==> config.mk <==
export PLATFORM = sky130hd
export DESIGN_NAME = serializer_tx_scheduler_flat
export DESIGN_NICKNAME = d
export VERILOG_FILES = /design/src/rtl/serializer_tx_scheduler_if.sv /design/src/rtl/serializer_tx_scheduler.sv /design/src/flat_wrapper.sv
export SDC_FILE = /design/constraint.sdc
export NUM_CORES = 1
export LEC_CHECK = 0
export CAP_MARGIN = 5
export CORE_ASPECT_RATIO = 0.5
export CORE_MARGIN = 2
export CORE_UTILIZATION = 40
export DETAILED_ROUTE_END_ITERATION = 8
export PLACE_DENSITY = 0.65
export SYNTH_ARGS = -nofsm -noshare
export SYNTH_HDL_FRONTEND = slang
export SYNTH_SLANG_ARGS = --single-unit
==> constraint.sdc <==
create_clock -name clk40 -period 2.75 [get_ports clk40]
set_input_delay 0.275 -clock clk40 [delete_from_list [all_inputs] [get_ports clk40]]
set_output_delay 0.275 -clock clk40 [all_outputs]
set_load 0.01 [all_outputs]
==> src/rtl/serializer_tx_scheduler_if.sv <==
// Byte-side bundle between the word scheduler and its sources/serializer.
// master: source and retrain requester; slave: the scheduler itself.
`timescale 1ns/1ps
interface serializer_tx_scheduler_if;
  logic       train_req;
  logic [7:0] a_din;
  logic       a_valid;
  logic       a_ready;
  logic [7:0] b_din;
  logic       b_valid;
  logic       b_ready;
  logic [7:0] dout;
  logic [1:0] dout_src;
  logic       link_up;

  modport master (
    output train_req, a_din, a_valid, b_din, b_valid,
    input  a_ready, b_ready, dout, dout_src, link_up
  );

  modport slave (
    input  train_req, a_din, a_valid, b_din, b_valid,
    output a_ready, b_ready, dout, dout_src, link_up
  );
endinterface

==> src/rtl/serializer_tx_scheduler.sv <==
// Word-level scheduler in front of the 8-bit serializer (one byte per clk40).
// Brings the link up with training words and a sync word, then in run mode
// inserts a periodic sync word and arbitrates source A (priority, burst
// limited) against bulk source B, filling empty slots with an idle byte.
// Optional macro SCHED_PRBS_IDLE_EN: idle slots carry PRBS-7 bytes instead of
// the fixed idle word.
`timescale 1ns/1ps
module serializer_tx_scheduler #(
  parameter int         TRAIN_WORDS = 64,
  parameter int         SYNC_PERIOD = 256,
  parameter int         MAX_A_BURST = 4,
  parameter logic [7:0] TRAIN_WORD  = 8'hF0,
  parameter logic [7:0] SYNC_WORD   = 8'h3C,
  parameter logic [7:0] IDLE_WORD   = 8'hC5
) (
  input logic                     clk40,
  input logic                     rstn,
  serializer_tx_scheduler_if.slave bus
);

  localparam int TCW = (TRAIN_WORDS > 1) ? $clog2(TRAIN_WORDS) : 1;
  localparam int SCW = $clog2(SYNC_PERIOD);
  localparam int HCW = $clog2(MAX_A_BURST + 1);

  localparam logic [TCW-1:0] TRAIN_LAST    = TCW'(TRAIN_WORDS - 1);
  localparam logic [TCW-1:0] TRAIN_RESTART = (TRAIN_WORDS > 1) ? TCW'(1) : TCW'(0);
  localparam logic [SCW-1:0] SLOT_LAST     = SCW'(SYNC_PERIOD - 1);
  localparam logic [HCW-1:0] HOLD_MAX      = HCW'(MAX_A_BURST);

  localparam logic [1:0] ST_TRAIN = 2'd0;
  localparam logic [1:0] ST_SYNC  = 2'd1;
  localparam logic [1:0] ST_RUN   = 2'd2;

  localparam logic [1:0] SRC_TRAIN = 2'd0;
  localparam logic [1:0] SRC_SYNC  = 2'd1;
  localparam logic [1:0] SRC_DATA  = 2'd2;
  localparam logic [1:0] SRC_IDLE  = 2'd3;

  logic [1:0]     state, state_nxt;
  logic [TCW-1:0] train_cnt, train_cnt_nxt;
  logic [SCW-1:0] slot_cnt, slot_cnt_nxt;
  logic [HCW-1:0] a_hold, a_hold_nxt;
  logic [7:0]     dout_nxt;
  logic [1:0]     src_nxt;
  logic [7:0]     idle_byte;
  logic           run_slot;
  logic           data_slot;
  logic           grant_a;
  logic           grant_b;

  // A retrain request steals the current slot, so only non-request RUN slots
  // past the sync position can carry source data.
  assign run_slot  = (state == ST_RUN) && !bus.train_req;
  assign data_slot = run_slot && (slot_cnt != '0);
  assign grant_a   = data_slot && bus.a_valid && ((a_hold < HOLD_MAX) || !bus.b_valid);
  assign grant_b   = data_slot && !grant_a && bus.b_valid;

  assign bus.a_ready = grant_a;
  assign bus.b_ready = grant_b;

`ifdef SCHED_PRBS_IDLE_EN
  logic [6:0] prbs_state;
  logic [6:0] prbs_walk;
  logic [7:0] prbs_byte;
  logic       prbs_fb;
  logic       idle_slot;

  assign idle_slot = data_slot && !grant_a && !grant_b;

  // Unroll eight x^7+x^6+1 steps; the earliest generated bit lands in bit 7
  always_comb begin
    prbs_walk = prbs_state;
    prbs_byte = '0;
    prbs_fb   = 1'b0;
    for (int i = 7; i >= 0; i--) begin
      prbs_fb      = prbs_walk[6] ^ prbs_walk[5];
      prbs_byte[i] = prbs_fb;
      prbs_walk    = {prbs_walk[5:0], prbs_fb};
    end
  end

  // Advance the generator only on slots that actually consume its byte
  always_ff @(posedge clk40) begin
    if (!rstn) begin
      prbs_state <= 7'h7F;
    end else if (idle_slot) begin
      prbs_state <= prbs_walk;
    end
  end

  assign idle_byte = prbs_byte;
`else
  assign idle_byte = IDLE_WORD;
`endif

  // Decide the content of this slot and the bring-up/run sequencing
  always_comb begin
    state_nxt     = state;
    train_cnt_nxt = train_cnt;
    slot_cnt_nxt  = slot_cnt;
    a_hold_nxt    = a_hold;
    dout_nxt      = TRAIN_WORD;
    src_nxt       = SRC_TRAIN;
    case (state)
      ST_TRAIN: begin
        if (bus.train_req) begin
          train_cnt_nxt = '0;
        end else if (train_cnt == TRAIN_LAST) begin
          state_nxt     = ST_SYNC;
          train_cnt_nxt = '0;
        end else begin
          train_cnt_nxt = train_cnt + TCW'(1);
        end
      end
      ST_SYNC: begin
        if (bus.train_req) begin
          state_nxt     = ST_TRAIN;
          train_cnt_nxt = TRAIN_RESTART;
          slot_cnt_nxt  = '0;
          a_hold_nxt    = '0;
        end else begin
          dout_nxt     = SYNC_WORD;
          src_nxt      = SRC_SYNC;
          state_nxt    = ST_RUN;
          slot_cnt_nxt = SCW'(1);
        end
      end
      ST_RUN: begin
        if (bus.train_req) begin
          state_nxt     = ST_TRAIN;
          train_cnt_nxt = TRAIN_RESTART;
          slot_cnt_nxt  = '0;
          a_hold_nxt    = '0;
        end else begin
          slot_cnt_nxt = (slot_cnt == SLOT_LAST) ? '0 : slot_cnt + SCW'(1);
          if (slot_cnt == '0) begin
            dout_nxt = SYNC_WORD;
            src_nxt  = SRC_SYNC;
          end else if (grant_a) begin
            dout_nxt   = bus.a_din;
            src_nxt    = SRC_DATA;
            a_hold_nxt = (a_hold < HOLD_MAX) ? a_hold + HCW'(1) : a_hold;
          end else if (grant_b) begin
            dout_nxt   = bus.b_din;
            src_nxt    = SRC_DATA;
            a_hold_nxt = '0;
          end else begin
            dout_nxt   = idle_byte;
            src_nxt    = SRC_IDLE;
            a_hold_nxt = '0;
          end
        end
      end
      default: begin
        state_nxt     = ST_TRAIN;
        train_cnt_nxt = '0;
        slot_cnt_nxt  = '0;
        a_hold_nxt    = '0;
      end
    endcase
  end

  // Register state, counters and the slot result presented to the serializer
  always_ff @(posedge clk40) begin
    if (!rstn) begin
      state        <= ST_TRAIN;
      train_cnt    <= '0;
      slot_cnt     <= '0;
      a_hold       <= '0;
      bus.dout     <= 8'h00;
      bus.dout_src <= SRC_TRAIN;
      bus.link_up  <= 1'b0;
    end else begin
      state        <= state_nxt;
      train_cnt    <= train_cnt_nxt;
      slot_cnt     <= slot_cnt_nxt;
      a_hold       <= a_hold_nxt;
      bus.dout     <= dout_nxt;
      bus.dout_src <= src_nxt;
      bus.link_up  <= run_slot;
    end
  end

endmodule

==> src/flat_wrapper.sv <==
// flat-port wrapper written by rule: the top's interface ports become plain ports
module serializer_tx_scheduler_flat 
#(
  parameter int         TRAIN_WORDS = 64,
  parameter int         SYNC_PERIOD = 256,
  parameter int         MAX_A_BURST = 4,
  parameter logic [7:0] TRAIN_WORD  = 8'hF0,
  parameter logic [7:0] SYNC_WORD   = 8'h3C,
  parameter logic [7:0] IDLE_WORD   = 8'hC5
)
  (clk40, rstn, bus_train_req, bus_a_din, bus_a_valid, bus_b_din, bus_b_valid, bus_a_ready, bus_b_ready, bus_dout, bus_dout_src, bus_link_up);
  serializer_tx_scheduler_if bus_i ();
  input logic clk40;
  input logic rstn;
  input wire logic [$bits(bus_i.train_req)-1:0] bus_train_req;
  input wire logic [$bits(bus_i.a_din)-1:0] bus_a_din;
  input wire logic [$bits(bus_i.a_valid)-1:0] bus_a_valid;
  input wire logic [$bits(bus_i.b_din)-1:0] bus_b_din;
  input wire logic [$bits(bus_i.b_valid)-1:0] bus_b_valid;
  output wire logic [$bits(bus_i.a_ready)-1:0] bus_a_ready;
  output wire logic [$bits(bus_i.b_ready)-1:0] bus_b_ready;
  output wire logic [$bits(bus_i.dout)-1:0] bus_dout;
  output wire logic [$bits(bus_i.dout_src)-1:0] bus_dout_src;
  output wire logic [$bits(bus_i.link_up)-1:0] bus_link_up;
  assign bus_i.train_req = bus_train_req;
  assign bus_i.a_din = bus_a_din;
  assign bus_i.a_valid = bus_a_valid;
  assign bus_i.b_din = bus_b_din;
  assign bus_i.b_valid = bus_b_valid;
  assign bus_a_ready = bus_i.a_ready;
  assign bus_b_ready = bus_i.b_ready;
  assign bus_dout = bus_i.dout;
  assign bus_dout_src = bus_i.dout_src;
  assign bus_link_up = bus_i.link_up;
  serializer_tx_scheduler #(.TRAIN_WORDS(TRAIN_WORDS), .SYNC_PERIOD(SYNC_PERIOD), .MAX_A_BURST(MAX_A_BURST), .TRAIN_WORD(TRAIN_WORD), .SYNC_WORD(SYNC_WORD), .IDLE_WORD(IDLE_WORD)) u_core (.clk40(clk40), .rstn(rstn), .bus(bus_i));
endmodule
==> metrics.txt, run 1 <==
row count=16; DRC violations left=0; CTS root buf=clkbuf_8; Crit. End Element=output pin; Net count, final=255; Main synth FF type=dfxtp_1; die width=94.2 um; Power, Total=865 uW; delay-heaviest family, CP=buffers and inverters; # clock sinks=30; FF+latch count, synth=30; met3 Use GR=5.26%; CP cell instances=inv_1, ha_1, and2b_1, nand3_1, nor2_1, clkdlybuf4s50_1; grt met1 use=26.3%; Netlist Area Pre-Place=0.00163 mm^2; CTS clk-pin slew, worst paths=60 ps; DP Worst Slack=521 ps; Comb pwr share=7.7%; slowest cell delay on critical path=540 ps; P per Cell Area=413 mW/mm^2; CP arrival=2110 ps; first-pass GRT wire length=6450 um; Initial DRC Count=58; status=finished clean; Hold Path Depth=2; largest net degree at the start of global routing=18; sequential element share of the synthesized area=36.9%; Placed Cells=273; Worst Hold Endpoint=u_core.a_hold[1]$_SDFFE_PN0P_; fin crit period=2380 ps; worst setup margin=370 ps; Fin. Hold Viols=0; post-route non-filler standard cell count=281; worst r2r src=u_core.state[1]$_SDFFE_PN0P_; Final ANT Viol Nets=0; WL per Instance=13.2 um; GR Overflow Total=0; RSZ-0062 raised after global routing=no; final setup violating endpoints=0; drt total wl=3710 um; HP Start=u_core.a_hold[1]$_SDFFE_PN0P_; Clk Latency, worst-skew pair=280 ps; Fill cells=377; WS Path Type=register to output pin; cts bufs inserted=5; Max clock buf depth=2; vias=1482; TritonRoute pass-1 iters=4; Synth async-reset ratio=0%; Psw=184 uW; max frequency=420 MHz; IO buf count=33; initial cell density of the core=41.7%; Syn Inst Count=190; Critical Path Start Type=register; H-tree depth=2; internal power=682 uW; Syn Area/Cell=8.57 um^2; crit-path max FO=8; switch share=21.2%; Fin Setup TNS=0 ps; Crit Reg-Reg Endpoint=u_core.slot_cnt[5]$_SDFFE_PN0N_; initial antenna violation count=0; Area contributors post-synth=dfxtp_1 (37%), ha_1 (6.1%), a21oi_1 (4.0%); post-CTS setup repair buffer count=0; Syn Nets=219; CTS tree=done; Tcrit/Tclk final=86.6%; EDFF count, synth=0; Peak VDD IR=0.193 mV; layout cells sized above 1=7.05%; GP Congestion=0.803; post-layout instance area=0.00209 mm^2; die area=0.00463 mm^2; synth warn=0; Die Ht=49.1 um; vias in the first global route=1382; Slew @ Worst Pin=535 ps; HP Class=register to register; LEAKAGE=0.000811 uW; Crit path buffers/inverters=2; Slowest cell on crit path=clkdlybuf4s50_1; worst path required time=2480 ps; Worst Reg-to-Reg Cells=6; GR peak layer=met1; post-cts sizing count=0; Yosys cell types=47; Detail Placement HPWL=2840 um; Yosys top cell area share=36.9%; CP Launch Point=u_core.state[0]$_SDFFE_PN0P_; power share of the sequential group=51.0%; Core Region=0.00390 mm^2; Synth area leader=dfxtp_1; R2R setup slack=660 ps; Max-cap violations=0; worst rel slew slack=64.3%; clock share of power=41.3%; Ant. Diodes=0; area grow syn2layout=28.6%; gr usage total=18.2%; met2 GRT Util=25.4%; vias per cell=5.27; Final Skew=7.13 ps; placed cell areas=0.00200 mm^2; Ports=34; cts hold-fix bufs=0; Final Max Tran Viols=0
-- cell usage in the layout (no fill, tap or decap), types with 6 or more instances in the layout --
cell | synthesis | routed
ha_1 | 8 | 8
nand2b_1 | 9 | 9
inv_1 | 8 | 8
nor2_1 | 15 | 15
a21oi_1 | 13 | 13
o21ai_1 | 6 | 6
clkdlybuf4s50_1 | 0 | 33
dfxtp_1 | 30 | 30
nand2_1 | 17 | 17
clkbuf_8 | 0 | 6
nand3_1 | 10 | 10
and3_1 | 7 | 7
and2_1 | 6 | 6
-- stage by stage --
stage	util, %	hold WS, ps
3_5_place_dp	51.3	455
3_3_place_gp	51.3	454
2_1_floorplan	-	418
6_report	53.6	456
4_1_cts	53.6	463
5_1_grt	53.6	491
-- cells by family after synthesis --
| group | synth area share [%] |
|---|---|
| compound gates | 21.6 |
| simple gates | 27.7 |
| flops | 36.9 |
| fa+ha+maj | 6.15 |
| buf+inv | 4.69 |
| mux | 1.31 |
| xor+xnor | 1.61 |
-- tightest hold or removal path, cell delays in order (launching register included) --
cell,delay [ps]
dfxtp_1,310
nand2_1,50
mux2i_1,50
-- cell type report --
cell class,instances,area (um^2),share of cell area [%]
clock inverters,1,5.00,0.239
multi-input cells,145,951,45.4
well taps,54,67.6,3.23
flip-flops and latches,30,601,28.7
repair buffers,36,353,16.9
inverters,8,30.0,1.43
clock buffers,7,86.3,4.12
-- worst max path at each step --
stage / to / slack [ps] / cells after the start
after floorplan: u_core.a_hold[1]$_SDFFE_PN0P_ / 1090 / 7
after global placement: bus_a_ready / 560 / 5
after detailed placement: bus_a_ready / 520 / 5
after CTS: bus_b_ready / 360 / 6
after global routing: bus_b_ready / 220 / 6
final: bus_b_ready / 370 / 6
-- synth_stat cells, types with 3 or more instances --
library cell  number
a21oi_1           13
a31oi_1            5
and2_1             6
and3_1             7
buf_4              3
dfxtp_1           30
ha_1               8
inv_1              8
nand2_1           17
nand2b_1           9
nand3_1           10
nand4_1            3
nor2_1            15
nor3_1             5
o21ai_0            4
o21ai_1            6
o31ai_1            3
xor2_1             3
-- layer usage --
| metal | vias to the layer above | part of all wire [%] |
|---|---|---|
| met5 | - | 0 |
| li1 | 773 | - |
| met4 | 0 | 1.8 |
| met3 | 7 | 6.1 |
| met2 | 34 | 43 |
| met1 | 668 | 50 |
-- flip-flops by register name (all words and copies together), names as in the netlist --
name	flops
u_core.bus.dout	8
u_core.slot_cnt	8
u_core.train_cnt	6
u_core.a_hold	3
u_core.bus.dout_src	2
u_core.state	2
u_core.bus.link_up	1
-- power by group through the flow --
| stage | Clock (uW) | Combinational [uW] | Sequential [uW] |
|---|---|---|---|
| finish | 358 | 66.6 | 441 |
| global placement | 0 | 66.3 | 451 |
| detailed placement | 0 | 66.2 | 451 |
| CTS | 373 | 66.6 | 441 |
| floorplan | 0 | 21.4 | 452 |
| global route | 402 | 72.4 | 441 |
(Power assumes the default switching activity.)
==> run 2: changes to the inputs <==
--- a/config.mk
+++ b/config.mk
@@ -10,7 +10,9 @@
 export CORE_MARGIN = 2
 export CORE_UTILIZATION = 40
 export DETAILED_ROUTE_END_ITERATION = 8
+export GPL_TIMING_DRIVEN = 0
 export PLACE_DENSITY = 0.65
+export RECOVER_POWER = 25
 export SYNTH_ARGS = -nofsm -noshare
 export SYNTH_HDL_FRONTEND = slang
 export SYNTH_SLANG_ARGS = --single-unit
==> run 2 against run 1 <==
Effect of this change:
- die area is the same
- flip-flop and latch count unchanged
- register-to-register slack better by 130 ps
- global-route usage increased by 0.45 points
- clock skew fell by 2.2 ps
- routed wire length increased by 11%
- core utilization rose by 0.61 points
- sequential share of layout area shrank 0.32 points
- non-clock buffer count up 4
- final cell count up 1.4%
- largest power group unchanged
- clock-buffer cell count did not move
- highest routed layer unchanged
==> metrics.txt, run 2 (synthesis gave the netlist of run 1 again) <==
post-cts sizing count=0; Crit. End Element=output pin; top flop regs=u_core.bus.dout (8), u_core.slot_cnt (8), u_core.train_cnt (6); cts hold-fix bufs=0; post-CTS setup repair buffer count=0; area occupied by multi-input gates=951 um^2; commonest non-fill, non-tap cells in the layout=dfxtp_1 (30), clkdlybuf4s50_1 (23), nand2_1 (17); Initial DRC Count=76; DP Worst Slack=426 ps; vias=1553; Max-cap violations=0; Final Max Tran Viols=0; IO buf count=33; status=finished clean; Fill cells=385; commonest non-fill, non-tap cell in the layout=dfxtp_1; die area=0.00463 mm^2; Max clock buf depth=2; Critical Path Start Type=register; CP cell instances=inv_1, ha_1, buf_2, and2b_1, buf_4, nand2_1, nor2_1, clkdlybuf4s50_1; Slew @ Worst Pin=491 ps; WS Path Type=register to output pin; first-pass GRT wire length=6620 um; GP Congestion=0.815; Final Skew=4.93 ps; delay-heaviest family, CP=buffers and inverters; crit-path max FO=10; gr usage total=18.7%; CP arrival=2290 ps; drt total wl=4100 um; Peak VDD IR=0.220 mV; Tcrit/Tclk final=93.4%; initial antenna violation count=0; CTS tree=done; LEAKAGE=0.000848 uW; final setup violating endpoints=0; initial cell density of the core=41.7%; cts bufs inserted=5; Fin. Hold Viols=0; Die Ht=49.1 um; Final ANT Viol Nets=0; vias per cell=5.45; Fin Setup TNS=0 ps; RSZ-0062 raised after global routing=no; worst path required time=2480 ps; Placed Cells=277; max frequency=389 MHz; largest net degree at the start of global routing=11; row count=16; Ports=34; area grow syn2layout=30.1%; Core Region=0.00390 mm^2; WL per Instance=14.4 um; TritonRoute pass-1 iters=4; slowest cell delay on critical path=560 ps; GR Overflow Total=0; Net count, final=259; HP Class=register to register; worst rel slew slack=67.3%; worst setup margin=181 ps; Detail Placement HPWL=3120 um; Slowest cell on crit path=clkdlybuf4s50_1; layout cells sized above 1=7.79%; die width=94.2 um; Clk Latency, worst-skew pair=280 ps; vias in the first global route=1463; # clock sinks=30; Ant. Diodes=0; FF+latch area=601 um^2; H-tree depth=2; Crit path buffers/inverters=4; DRC violations left=0; P per Cell Area=411 mW/mm^2; post-route non-filler standard cell count=285; fin crit period=2570 ps; CTS clk-pin slew, worst paths=60 ps; Util after Layout=54.2%; CTS root buf=clkbuf_8
[run 2: cell types whose count changed in the layout (fill, tap and decap cells not counted)]
cell,change
buf_6,+1
clkdlybuf4s50_1,-10
dlygate4sd3_1,+10
clkbuf_1,+2
buf_2,+1
[run 2: where the power goes]
group          internal (uW)  switching, uW
combinational           39.6           26.1
sequential               439           1.90
clock                    202            161
total                    680            190
[run 2: layer usage]
layer,GRT usage (%),wire length (um),up-vias
met5,0,0,-
met4,5.31,15,0
met3,5.56,247,2
met2,30.5,1910,41
met1,24.1,1930,733
li1,-,-,777
[run 2: final timing paths]
path                                               startpoint  cells after the start                         endpoint  slack [ps]
worst max-delay path             u_core.state[0]$_SDFFE_PN0P_                      8                      bus_a_ready         180
worst min-delay path            u_core.a_hold[1]$_SDFFE_PN0P_                      2    u_core.a_hold[1]$_SDFFE_PN0P_         470
worst max register to register   u_core.state[0]$_SDFFE_PN0P_                      7  u_core.slot_cnt[7]$_SDFFE_PN0N_         790
worst min register to register  u_core.a_hold[1]$_SDFFE_PN0P_                      2    u_core.a_hold[1]$_SDFFE_PN0P_         470
[run 2: worst min-delay path: stages (launching register included)]
cell and delay [ps]:
dfxtp_1 320, nand2_1 50, mux2i_1 50
[run 2: stage by stage]
stage	total power [uW]	hold slack, ps	cell area, um^2
2_1_floorplan	474	418	1630
4_1_cts	882	473	2120
5_1_grt	909	482	2120
3_5_place_dp	518	463	2030
3_3_place_gp	517	455	2030
6_report	870	470	2120
[run 2: area by class of cell]
cell class              count  area share, %
inverters                   8           1.42
well taps                  54           3.19
multi-input cells         145           44.9
repair buffers             33           15.6
clock buffers               7           4.08
clock inverters             1          0.236
plain buffers               7           2.19
flip-flops and latches     30           28.4
==> run 3: changes to the inputs <==
--- a/config.mk
+++ b/config.mk
@@ -5,10 +5,11 @@
 export SDC_FILE = /design/constraint.sdc
 export NUM_CORES = 1
 export LEC_CHECK = 0
-export CAP_MARGIN = 5
+export CAP_MARGIN = 20
 export CORE_ASPECT_RATIO = 0.5
 export CORE_MARGIN = 2
 export CORE_UTILIZATION = 40
+export CTS_CLUSTER_SIZE = 20
 export DETAILED_ROUTE_END_ITERATION = 8
 export GPL_TIMING_DRIVEN = 0
 export PLACE_DENSITY = 0.65
==> results of run 3 <==
Final layout, timing and power as in run 2 (identical DEF).
